[config.mk]
export PLATFORM = sky130hd
export DESIGN_NAME = mm_job_sequencer_flat
export DESIGN_NICKNAME = d
export VERILOG_FILES = /design/src/rtl/mm_job_sequencer_if.sv /design/src/rtl/mm_job_sequencer.sv /design/src/flat_wrapper.sv
export SDC_FILE = /design/constraint.sdc
export NUM_CORES = 1
export LEC_CHECK = 0
export ABC_AREA = 1
export BUFFER_PORTS_ARGS = -buffer_cell sky130_fd_sc_hd__buf_2
export CORE_MARGIN = 2
export CORE_UTILIZATION = 32
export DETAILED_ROUTE_END_ITERATION = 16
export SYNTH_ARGS = -nofsm -noshare
export SYNTH_HDL_FRONTEND = slang
export SYNTH_SLANG_ARGS = --single-unit
export TNS_END_PERCENT = 1
[constraint.sdc]
create_clock -name clk -period 1.93 [get_ports clk]
set_input_delay 0.193 -clock clk [delete_from_list [all_inputs] [get_ports clk]]
set_output_delay 0.193 -clock clk [all_outputs]
set_load 0.01 [all_outputs]
[src/rtl/mm_job_sequencer_if.sv]
// Configuration handshake between the register block and the job sequencer.
// The register side is the master: it offers a job (valid + m/n/p) and the
// sequencer answers with ready while it is idle.
interface mm_job_sequencer_if;
    logic        cfg_valid;
    logic        cfg_ready;
    logic [15:0] cfg_m;
    logic [15:0] cfg_n;
    logic [15:0] cfg_p;

    modport master (
        output cfg_valid,
        output cfg_m,
        output cfg_n,
        output cfg_p,
        input  cfg_ready
    );

    modport slave (
        input  cfg_valid,
        input  cfg_m,
        input  cfg_n,
        input  cfg_p,
        output cfg_ready
    );
endinterface

[src/rtl/mm_job_sequencer.sv]
// Job controller for the matrix multiplier.
// Accepts one C = A x B job, checks its dimensions against the array
// geometry, then walks it through clear -> run -> drain -> write-back.
// All outputs are registers updated alongside the state, so every pulse is
// glitch-free and lines up with the state it belongs to.
module mm_job_sequencer #(
    parameter int ARRAY_HEIGHT         = 4,
    parameter int ARRAY_WIDTH          = 4,
    parameter int BUFFER_ADDRESS_WIDTH = 10,
    parameter int DRAIN_CYCLES         = ARRAY_HEIGHT + ARRAY_WIDTH
) (
    input  logic                  clk,
    input  logic                  reset_n,
    mm_job_sequencer_if.slave     cfg,
    output logic [15:0]           o_gen_m,
    output logic [15:0]           o_gen_n,
    output logic [15:0]           o_gen_p,
    output logic                  o_gen_start,
    input  logic                  i_a_done,
    input  logic                  i_b_done,
    output logic                  o_array_clear,
    output logic                  o_array_en,
    output logic                  o_wb_start,
    input  logic                  i_wb_done,
    input  logic                  i_abort,
    output logic                  o_busy,
    output logic                  o_job_done,
    output logic                  o_error,
    output logic [1:0]            o_err_code
);

    localparam int          CNT_W  = $clog2(DRAIN_CYCLES + 1);
    // Dimensions must be whole multiples of the array; both sizes are powers
    // of two, so the remainder is just the low bits.
    localparam logic [15:0] M_MASK = 16'(ARRAY_HEIGHT - 1);
    localparam logic [15:0] P_MASK = 16'(ARRAY_WIDTH - 1);
    // n may fill the operand buffer exactly, hence the extra bit.
    localparam logic [16:0] N_MAX  = 17'(1) << BUFFER_ADDRESS_WIDTH;

    localparam logic [1:0]  ERR_NONE  = 2'd0;
    localparam logic [1:0]  ERR_ZERO  = 2'd1;
    localparam logic [1:0]  ERR_ALIGN = 2'd2;
    localparam logic [1:0]  ERR_ABORT = 2'd3;

    typedef enum logic [2:0] {
        S_IDLE,
        S_CHECK,
        S_CLEAR,
        S_RUN,
        S_DRAIN,
        S_WB,
        S_FIN,
        S_ERR
    } state_t;

    state_t             r_state;
    logic [15:0]        r_m;
    logic [15:0]        r_n;
    logic [15:0]        r_p;
    logic               r_a_seen;
    logic               r_b_seen;
    logic [CNT_W-1:0]   r_drain_cnt;
    logic               r_cfg_ready;
    logic               r_gen_start;
    logic               r_array_clear;
    logic               r_array_en;
    logic               r_wb_start;
    logic               r_busy;
    logic               r_job_done;
    logic               r_error;
    logic [1:0]         r_err_code;

    logic               w_dim_zero;
    logic               w_dim_misaligned;
    logic               w_a_all;
    logic               w_b_all;
    logic               w_both_done;
    logic               w_drain_last;

    assign w_dim_zero       = (r_m == 16'd0) || (r_n == 16'd0) || (r_p == 16'd0);
    assign w_dim_misaligned = ((r_m & M_MASK) != 16'd0) ||
                              ((r_p & P_MASK) != 16'd0) ||
                              ({1'b0, r_n} > N_MAX);

    // A done pulse in the same cycle as the other flag completes the pair
    // without waiting for the flag register to update.
    assign w_a_all      = r_a_seen | i_a_done;
    assign w_b_all      = r_b_seen | i_b_done;
    assign w_both_done  = w_a_all & w_b_all;
    assign w_drain_last = (r_drain_cnt == CNT_W'(1));

    assign cfg.cfg_ready  = r_cfg_ready;
    assign o_gen_m        = r_m;
    assign o_gen_n        = r_n;
    assign o_gen_p        = r_p;
    assign o_gen_start    = r_gen_start;
    assign o_array_clear  = r_array_clear;
    assign o_array_en     = r_array_en;
    assign o_wb_start     = r_wb_start;
    assign o_busy         = r_busy;
    assign o_job_done     = r_job_done;
    assign o_error        = r_error;
    assign o_err_code     = r_err_code;

    // Job FSM: state, latched dimensions, done flags, drain counter and all
    // registered outputs advance together.
    always_ff @(posedge clk or negedge reset_n) begin
        if (!reset_n) begin
            r_state       <= S_IDLE;
            r_m           <= '0;
            r_n           <= '0;
            r_p           <= '0;
            r_a_seen      <= 1'b0;
            r_b_seen      <= 1'b0;
            r_drain_cnt   <= '0;
            r_cfg_ready   <= 1'b1;
            r_gen_start   <= 1'b0;
            r_array_clear <= 1'b0;
            r_array_en    <= 1'b0;
            r_wb_start    <= 1'b0;
            r_busy        <= 1'b0;
            r_job_done    <= 1'b0;
            r_error       <= 1'b0;
            r_err_code    <= ERR_NONE;
        end else begin
            // Pulses last one cycle unless a transition below re-asserts them.
            r_gen_start   <= 1'b0;
            r_array_clear <= 1'b0;
            r_wb_start    <= 1'b0;
            r_job_done    <= 1'b0;

            if (i_abort && (r_state != S_IDLE)) begin
                // Cancel overrides every other event this cycle.
                r_state     <= S_IDLE;
                r_cfg_ready <= 1'b1;
                r_busy      <= 1'b0;
                r_array_en  <= 1'b0;
                r_error     <= 1'b1;
                r_err_code  <= ERR_ABORT;
            end else begin
                case (r_state)
                    S_IDLE: begin
                        if (cfg.cfg_valid) begin
                            r_m         <= cfg.cfg_m;
                            r_n         <= cfg.cfg_n;
                            r_p         <= cfg.cfg_p;
                            r_error     <= 1'b0;
                            r_err_code  <= ERR_NONE;
                            r_cfg_ready <= 1'b0;
                            r_busy      <= 1'b1;
                            r_state     <= S_CHECK;
                        end
                    end

                    S_CHECK: begin
                        if (w_dim_zero) begin
                            r_error    <= 1'b1;
                            r_err_code <= ERR_ZERO;
                            r_state    <= S_ERR;
                        end else if (w_dim_misaligned) begin
                            r_error    <= 1'b1;
                            r_err_code <= ERR_ALIGN;
                            r_state    <= S_ERR;
                        end else begin
                            r_array_clear <= 1'b1;
                            r_a_seen      <= 1'b0;
                            r_b_seen      <= 1'b0;
                            r_drain_cnt   <= '0;
                            r_state       <= S_CLEAR;
                        end
                    end

                    S_CLEAR: begin
                        r_gen_start <= 1'b1;
                        r_array_en  <= 1'b1;
                        r_state     <= S_RUN;
                    end

                    S_RUN: begin
                        r_a_seen <= w_a_all;
                        r_b_seen <= w_b_all;
                        if (w_both_done) begin
                            r_drain_cnt <= CNT_W'(DRAIN_CYCLES);
                            r_state     <= S_DRAIN;
                        end
                    end

                    S_DRAIN: begin
                        if (w_drain_last) begin
                            r_array_en <= 1'b0;
                            r_wb_start <= 1'b1;
                            r_state    <= S_WB;
                        end else begin
                            r_drain_cnt <= r_drain_cnt - CNT_W'(1);
                        end
                    end

                    S_WB: begin
                        // wb_done may coincide with the wb_start cycle.
                        if (i_wb_done) begin
                            r_job_done <= 1'b1;
                            r_state    <= S_FIN;
                        end
                    end

                    S_FIN, S_ERR: begin
                        r_cfg_ready <= 1'b1;
                        r_busy      <= 1'b0;
                        r_state     <= S_IDLE;
                    end

                    default: begin
                        r_cfg_ready <= 1'b1;
                        r_busy      <= 1'b0;
                        r_array_en  <= 1'b0;
                        r_state     <= S_IDLE;
                    end
                endcase
            end
        end
    end

endmodule

[src/flat_wrapper.sv]
// flat-port wrapper written by rule: the top's interface ports become plain ports
module mm_job_sequencer_flat 
#(
    parameter int ARRAY_HEIGHT         = 4,
    parameter int ARRAY_WIDTH          = 4,
    parameter int BUFFER_ADDRESS_WIDTH = 10,
    parameter int DRAIN_CYCLES         = ARRAY_HEIGHT + ARRAY_WIDTH
)
  (clk, reset_n, o_gen_m, o_gen_n, o_gen_p, o_gen_start, i_a_done, i_b_done, o_array_clear, o_array_en, o_wb_start, i_wb_done, i_abort, o_busy, o_job_done, o_error, o_err_code, cfg_cfg_valid, cfg_cfg_m, cfg_cfg_n, cfg_cfg_p, cfg_cfg_ready);
  mm_job_sequencer_if cfg_i ();
  input  logic clk;
  input  logic reset_n;
  output logic [15:0] o_gen_m;
  output logic [15:0] o_gen_n;
  output logic [15:0] o_gen_p;
  output logic o_gen_start;
  input  logic i_a_done;
  input  logic i_b_done;
  output logic o_array_clear;
  output logic o_array_en;
  output logic o_wb_start;
  input  logic i_wb_done;
  input  logic i_abort;
  output logic o_busy;
  output logic o_job_done;
  output logic o_error;
  output logic [1:0] o_err_code;
  input wire logic [$bits(cfg_i.cfg_valid)-1:0] cfg_cfg_valid;
  input wire logic [$bits(cfg_i.cfg_m)-1:0] cfg_cfg_m;
  input wire logic [$bits(cfg_i.cfg_n)-1:0] cfg_cfg_n;
  input wire logic [$bits(cfg_i.cfg_p)-1:0] cfg_cfg_p;
  output wire logic [$bits(cfg_i.cfg_ready)-1:0] cfg_cfg_ready;
  assign cfg_i.cfg_valid = cfg_cfg_valid;
  assign cfg_i.cfg_m = cfg_cfg_m;
  assign cfg_i.cfg_n = cfg_cfg_n;
  assign cfg_i.cfg_p = cfg_cfg_p;
  assign cfg_cfg_ready = cfg_i.cfg_ready;
  mm_job_sequencer #(.ARRAY_HEIGHT(ARRAY_HEIGHT), .ARRAY_WIDTH(ARRAY_WIDTH), .BUFFER_ADDRESS_WIDTH(BUFFER_ADDRESS_WIDTH), .DRAIN_CYCLES(DRAIN_CYCLES)) u_core (.clk(clk), .reset_n(reset_n), .cfg(cfg_i), .o_gen_m(o_gen_m), .o_gen_n(o_gen_n), .o_gen_p(o_gen_p), .o_gen_start(o_gen_start), .i_a_done(i_a_done), .i_b_done(i_b_done), .o_array_clear(o_array_clear), .o_array_en(o_array_en), .o_wb_start(o_wb_start), .i_wb_done(i_wb_done), .i_abort(i_abort), .o_busy(o_busy), .o_job_done(o_job_done), .o_error(o_error), .o_err_code(o_err_code));
endmodule
# Yosys cells after proc, flatten, opt, wreduce, memory -nomap -nowiden
# Index checks and enable logic that the tools add are counted.
# op_classes
n_addsub,1
order_cmp,1
eq_ne,17
n_mux,47
bitwise_logic,4
reduce_logical,25
# op_table
cell,count
$logic_not 16->1,3
$reduce_bool 16->1,2
$mux 1,23
$mux 3,7
$pmux 3 s7,1
$gt 16x11->1 const B,1
$mux 4,4
$reduce_bool 3->1,5
$eq 3x3->1 const B,4
$pmux 1 s2,6
$pmux 4 s3,1
$mux 2,4
$reduce_and 4->1,2
$eq 3x2->1 const B,2
$ne 2x2->1 const B,3
$ne 3x1->1 const B,2
$ne 3x2->1 const B,2
$reduce_and 3->1,2
$reduce_and 6->1,1
$eq 4x1->1 const B,1
$logic_or 1x1->1,4
$ne 4x1->1 const B,1
$pmux 2 s2,1
$reduce_and 2->1,2
other kinds (10),11
# word_totals
reg_bits,67
output_inout_bits,58
elab_cells,111

# Longest topological paths before layout
# depth
ltp_word,7
ltp_mapped,11
depth_no_buf,11

# Least setup slack after synthesis
# OpenSTA, ideal clock, no wires.
# synth_path
path_type,register -> register
startpoint,register u_core.r_drain_cnt[1]
endpoint,register u_core.r_state[0]
setup_ns,0.117
arrival_ns,1.344
t_required_ns,1.813
path_slack_ns,0.469
path_stages_with_launch,9
cell_sequence,dfrtp_1 -> inv_1 -> ha_1 -> nor3b_1 -> nor3_2 -> nor2_2 -> o21ai_1 -> o21ai_1 -> inv_1
# synth_between
elab_chain_len,3
# synth_lines
item,line,source
"start, declared",mm_job_sequencer.sv:62,logic [CNT_W-1:0] r_drain_cnt;
"start signal, assigned",mm_job_sequencer.sv:183,r_drain_cnt <= CNT_W'(DRAIN_CYCLES);
"start signal, assigned",mm_job_sequencer.sv:194,r_drain_cnt <= r_drain_cnt - CNT_W'(1);
$eq 4x1->1,mm_job_sequencer.sv:90,assign w_drain_last = (r_drain_cnt == CNT_W'(1));
$ne 3x1->1 (no source line),-,
$reduce_and 4->1 (no source line),-,
"end signal, assigned",mm_job_sequencer.sv:109,r_state <= S_IDLE;
"end signal, assigned",mm_job_sequencer.sv:134,r_state <= S_IDLE;
"end signal, assigned",mm_job_sequencer.sv:151,r_state <= S_CHECK;
"end, declared",mm_job_sequencer.sv:56,state_t r_state;
# No other way between the ends.
# A chain may end at the register's enable or synchronous reset.

# Final worst setup path
# layout_path
startpoint,register u_core.r_state[0]
endpoint,"register u_core.r_p[5], in the netlist u_core.o_gen_p[5]"
# layout_between
elab_chain_len,4
word_cells_on_any_way,5
cone_classes,1 x bitwise; 4 x reduce/logical
# layout_lines
item,line,source
$reduce_bool 3->1,mm_job_sequencer.sv:132,if (i_abort && (r_state != S_IDLE)) begin
$logic_and 1x1->1,mm_job_sequencer.sv:132,
$not 1->1 (no source line),-,
$reduce_and 3->1 (no source line) *,-,
"end signal, assigned",mm_job_sequencer.sv:146,r_p <= cfg.cfg_p;
"end, declared",mm_job_sequencer.sv:59,logic [15:0] r_p;
# Every way passes the cells marked *; elsewhere a longest branch is shown, timed or not.

==> Flow_metrics.wiki <==
{| class="wikitable"
! Metric !! Value
|-
| Setup TNS || 0 ps
|-
| Core Area || 9590 um^2
|-
| Yosys top cell area share || 53.0%
|-
| Via count || 2843
|-
| Critical path launch point || u_core.r_state[0]
|-
| First-pass DRT Iterations || 4
|-
| Total power per unit cell area || 1590 nW/um^2
|-
| Post-synthesis area per instance || 7.81 um^2
|-
| Final worst path period share || 87.5%
|-
| Initial Utilization || 32.5%
|-
| Number of input and output port buffers inserted || 112
|-
| Largest net degree at the start of global routing || 50
|-
| Capture point of the worst path || u_core.o_gen_p[5]
|-
| Clk network pwr share || 17.9%
|-
| Final Wtd Congestion || 0.872
|-
| Total number of clock tree sinks || 67
|-
| Number of post-CTS setup repair buffers || 0
|-
| Top fanout value on the critical path || between 40 and 50
|-
| Number of max-cap violations || 0
|-
| Source of the worst register-to-register timing path || u_core.r_state[0]
|-
| Most instantiated cells after synthesis || sky130_fd_sc_hd__nand2_1, sky130_fd_sc_hd__dfrtp_1, sky130_fd_sc_hd__nor2_1, sky130_fd_sc_hd__inv_1, sky130_fd_sc_hd__nand3_1
|-
| Final number of setup-violating endpoints || 0
|-
| Setup slack at placement || 231 ps
|-
| Combinational group share of total power || 42.4%
|-
| Antenna violations before repair || 0
|-
| Transition at the pin with the smallest max-transition slack || between 800 and 900 ps
|-
| Syn Nets || approximately 460
|-
| Global routing usage summed across all routing layers || 15.3%
|-
| Setup slack of the worst register-to-register path || 240 ps
|-
| Violation count after the first detailed-route iteration || 112
|-
| Area used by multi-input combinational logic || between 1000 and 1500 um^2
|-
| Number of flops mapped to enable cells by yosys || 0
|-
| Cell area after synthesis || 3110 um^2
|-
| Aggregate global routing overflow || 0
|-
| Arrival time worst endpoint || 1960 ps
|-
| Switching share of total power || 42.2%
|-
| Most repeated cell in the gate-level netlist after synthesis || sky130_fd_sc_hd__nand2_1
|-
| Die Span Y || 103 um
|-
| Floorplan row count || 36
|-
| Later-pin clock latency in the skew report || 340 ps
|-
| Clk pin slew, worst setup/hold paths || about 70 ps
|-
| Global-route wire length before repair || 12500 um
|-
| Register bit count reported by yosys || 67
|-
| Post-route ant nets || 0
|-
| Worst setup path class || reg2reg
|-
| Cell-internal power || between 3 and 4 mW
|-
| Cell variety after synth || 26
|-
| RSZ-0062 raised after global routing || no
|-
| Wire per inst || 11.9 um
|-
| Reg2reg end || u_core.o_gen_p[5]
|-
| Largest vdd supply drop || 0.000546 V
|-
| Number of DRC violations after detailed routing || 0
|-
| Worst Setup Start Kind || flip-flop
|-
| Total number of H-tree levels || 3
|-
| Horizontal extent of the die || 103 um
|-
| Via count of the first global-routing pass || approximately 2700
|-
| Post-synthesis async set-or-reset flop share || 100%
|-
| DIE AREA || around 11000 um^2
|-
| Count of synthesis-stage warnings from yosys || 0
|-
| Area leader, netlist || sky130_fd_sc_hd__dfrtp_1
|-
| Static power due to leakage || about 2.3 nW
|-
| Ant diodes || 0
|-
| Seq/Total Area, Yosys || 53.9%
|-
| Slew HR || 45.5%
|-
| Fraction of layout cells with a size suffix above 1 || 29.4%
|-
| Net Switching || 2.70 mW
|-
| Sum of routed wire length over all layers || 7770 um
|-
| Final hold viol count || 0
|-
| Predominant post-synthesis flop cell || sky130_fd_sc_hd__dfrtp_1
|-
| Number of gates resized after CTS || 0
|-
| Endpoint class of the critical path || flip-flop
|-
| Post-layout min period || around 1700 ps
|-
| Setup slack of the critical path after layout || 241 ps
|-
| Leading post-synthesis cells by cell area || sky130_fd_sc_hd__dfrtp_1, sky130_fd_sc_hd__nand2_1, sky130_fd_sc_hd__nor2_1, sky130_fd_sc_hd__inv_1, sky130_fd_sc_hd__nand3_1
|-
| Vias per inst || 4.35
|-
| Number of slew-limit violations in the final report || 0
|-
| Fillers || ~980
|-
| Hold Crit Class || in2reg
|-
| Buffer cell driving the clock tree root || sky130_fd_sc_hd__clkbuf_8
|-
| Sequential standard cell area || 1680 um^2
|-
| Data required time at the worst endpoint || 2200 ps
|-
| Number of nets in the layout || 572
|-
| Achievable clock frequency || 592 MHz
|-
| TritonCTS clock tree || done
|-
| Flop pwr share || 39.8%
|-
| Worst clock skew || 9.05 ps
|-
| Total CTS buffers || 9
|-
| Maximum count of clock buffers along a single path || 2
|-
| Worst r2r path cells || 6
|-
| Number of instances in the synthesized netlist || 399
|-
| Layout overhead on the synthesized area || 28.6%
|-
| Boundary pin count || 113
|-
| Result of the run || finished, final reports clean
|-
| Final HPWL DP || 5840 um
|}
[power by group through the flow]
stage / Clock [mW] / Sequential [mW] / Combinational (mW)
floorplan: 0 / 2.73 / 1.58
global placement: 0 / 2.55 / 2.71
detailed placement: 0 / 2.56 / 2.75
CTS: 1.19 / 2.54 / 2.75
global route: 1.25 / 2.63 / 3.06
finish: 1.14 / 2.54 / 2.71
[area by class of cell]
cell class / count / area share, %
Sequential cell: 67 / 41.9
Multi-Input combinational cell: 297 / 31.8
Timing Repair Buffer: 116 / 15.1
Tap cell: 133 / 4.15
Clock buffer: 11 / 3.53
Inverter: 24 / 2.25
Clock inverter: 5 / 1.31
[through the flow]
step	power, mW	std cells	hold slack (ps)	utilization [%]	cell area (um^2)
3_5_place_dp	5.31	636	186	39.6	3800
2_1_floorplan	4.32	399	-103	-	3110
4_1_cts	6.48	653	34.1	41.8	4010
5_1_grt	6.94	653	40.5	41.8	4010
3_3_place_gp	5.26	636	180	39.6	3800
6_report	6.39	653	52.8	41.8	4010
[layer usage]
layer / track usage [%] / vias up / part of all wire (%)
li1: - / 1459 / -
met2: 24.6 / 79 / 46
met4: 7.79 / 0 / 2.5
met1: 19.5 / 1292 / 46
met3: 3.32 / 13 / 5.0
met5: 0 / - / 0
[logic make-up (layout without fill, tap and decap cells)]
family | Yosys count | after routing | share of synthesized area, %
flip-flops | 67 | 67 | 53.9
adder cells (fa/ha/maj) | 2 | 2 | 0.803
AND/OR/NAND/NOR | 282 | 282 | 37.8
AO/OA/AOI/OAI | 12 | 12 | 1.97
XOR/XNOR | 1 | 1 | 0.281
buffers and inverters | 35 | 156 | 5.26
[cells in the final DEF (no fill, tap or decap), types with 2 or more instances in the layout]
cell,instances
sky130_fd_sc_hd__ha_1,2
sky130_fd_sc_hd__clkbuf_8,10
sky130_fd_sc_hd__buf_2,112
sky130_fd_sc_hd__nand2_1,201
sky130_fd_sc_hd__nor2_2,2
sky130_fd_sc_hd__nor2_4,2
sky130_fd_sc_hd__o21ai_1,3
sky130_fd_sc_hd__nand2_2,6
sky130_fd_sc_hd__a21oi_1,3
sky130_fd_sc_hd__nand4_1,7
sky130_fd_sc_hd__nand3_2,3
sky130_fd_sc_hd__nor2_1,45
sky130_fd_sc_hd__inv_1,18
sky130_fd_sc_hd__clkinv_2,3
sky130_fd_sc_hd__inv_2,6
sky130_fd_sc_hd__dfrtp_1,66
sky130_fd_sc_hd__nand3_1,10
sky130_fd_sc_hd__o21ai_0,5
sky130_fd_sc_hd__nor3_1,2
sky130_fd_sc_hd__buf_4,2
[state kept, by name (all words and copies together) (netlist names)]
signal / count
u_core.o_job_done: 1
u_core.cfg.cfg_ready: 1
u_core.r_drain_cnt: 4
u_core.r_a_seen: 1
u_core.o_array_en: 1
u_core.o_gen_n: 16
u_core.r_b_seen: 1
u_core.o_array_clear: 1
u_core.o_gen_m: 16
u_core.o_busy: 1
u_core.o_error: 1
u_core.o_err_code: 2
u_core.r_state: 3
u_core.o_gen_p: 16
u_core.o_wb_start: 1
u_core.o_gen_start: 1
[worst max-delay path, cell delays in order (launching register included)]
cell and delay (ps):
sky130_fd_sc_hd__dfrtp_1 560, sky130_fd_sc_hd__nor2_4 70, sky130_fd_sc_hd__nand2_2 130, sky130_fd_sc_hd__nor2_4 40, sky130_fd_sc_hd__inv_2 580, sky130_fd_sc_hd__nand2_1 120
sky130_fd_sc_hd__nand2_1 90
[repair_timing]
| item | 4_1_cts | 5_1_grt |
|---|---|---|
| hold buffers | 1 | 0 |
| setup endpoints to repair | 0 | 0 |
| hold endpoints to repair | 17 | 0 |
[worst min path at each step]
stage / from / endpoint / slack [ps] / depth (start not counted)
after floorplan: reset_n / u_core.o_array_clear / -100 / 0
after global placement: reset_n / u_core.o_gen_m[4] / 180 / 1
after detailed placement: reset_n / u_core.o_gen_m[4] / 190 / 1
after CTS: cfg_cfg_m[13] / u_core.o_gen_m[13] / 30 / 3
after global routing: cfg_cfg_m[12] / u_core.o_gen_m[12] / 40 / 3
final: cfg_cfg_m[13] / u_core.o_gen_m[13] / 50 / 3
Note: power is estimated with default switching activity, not from simulation.
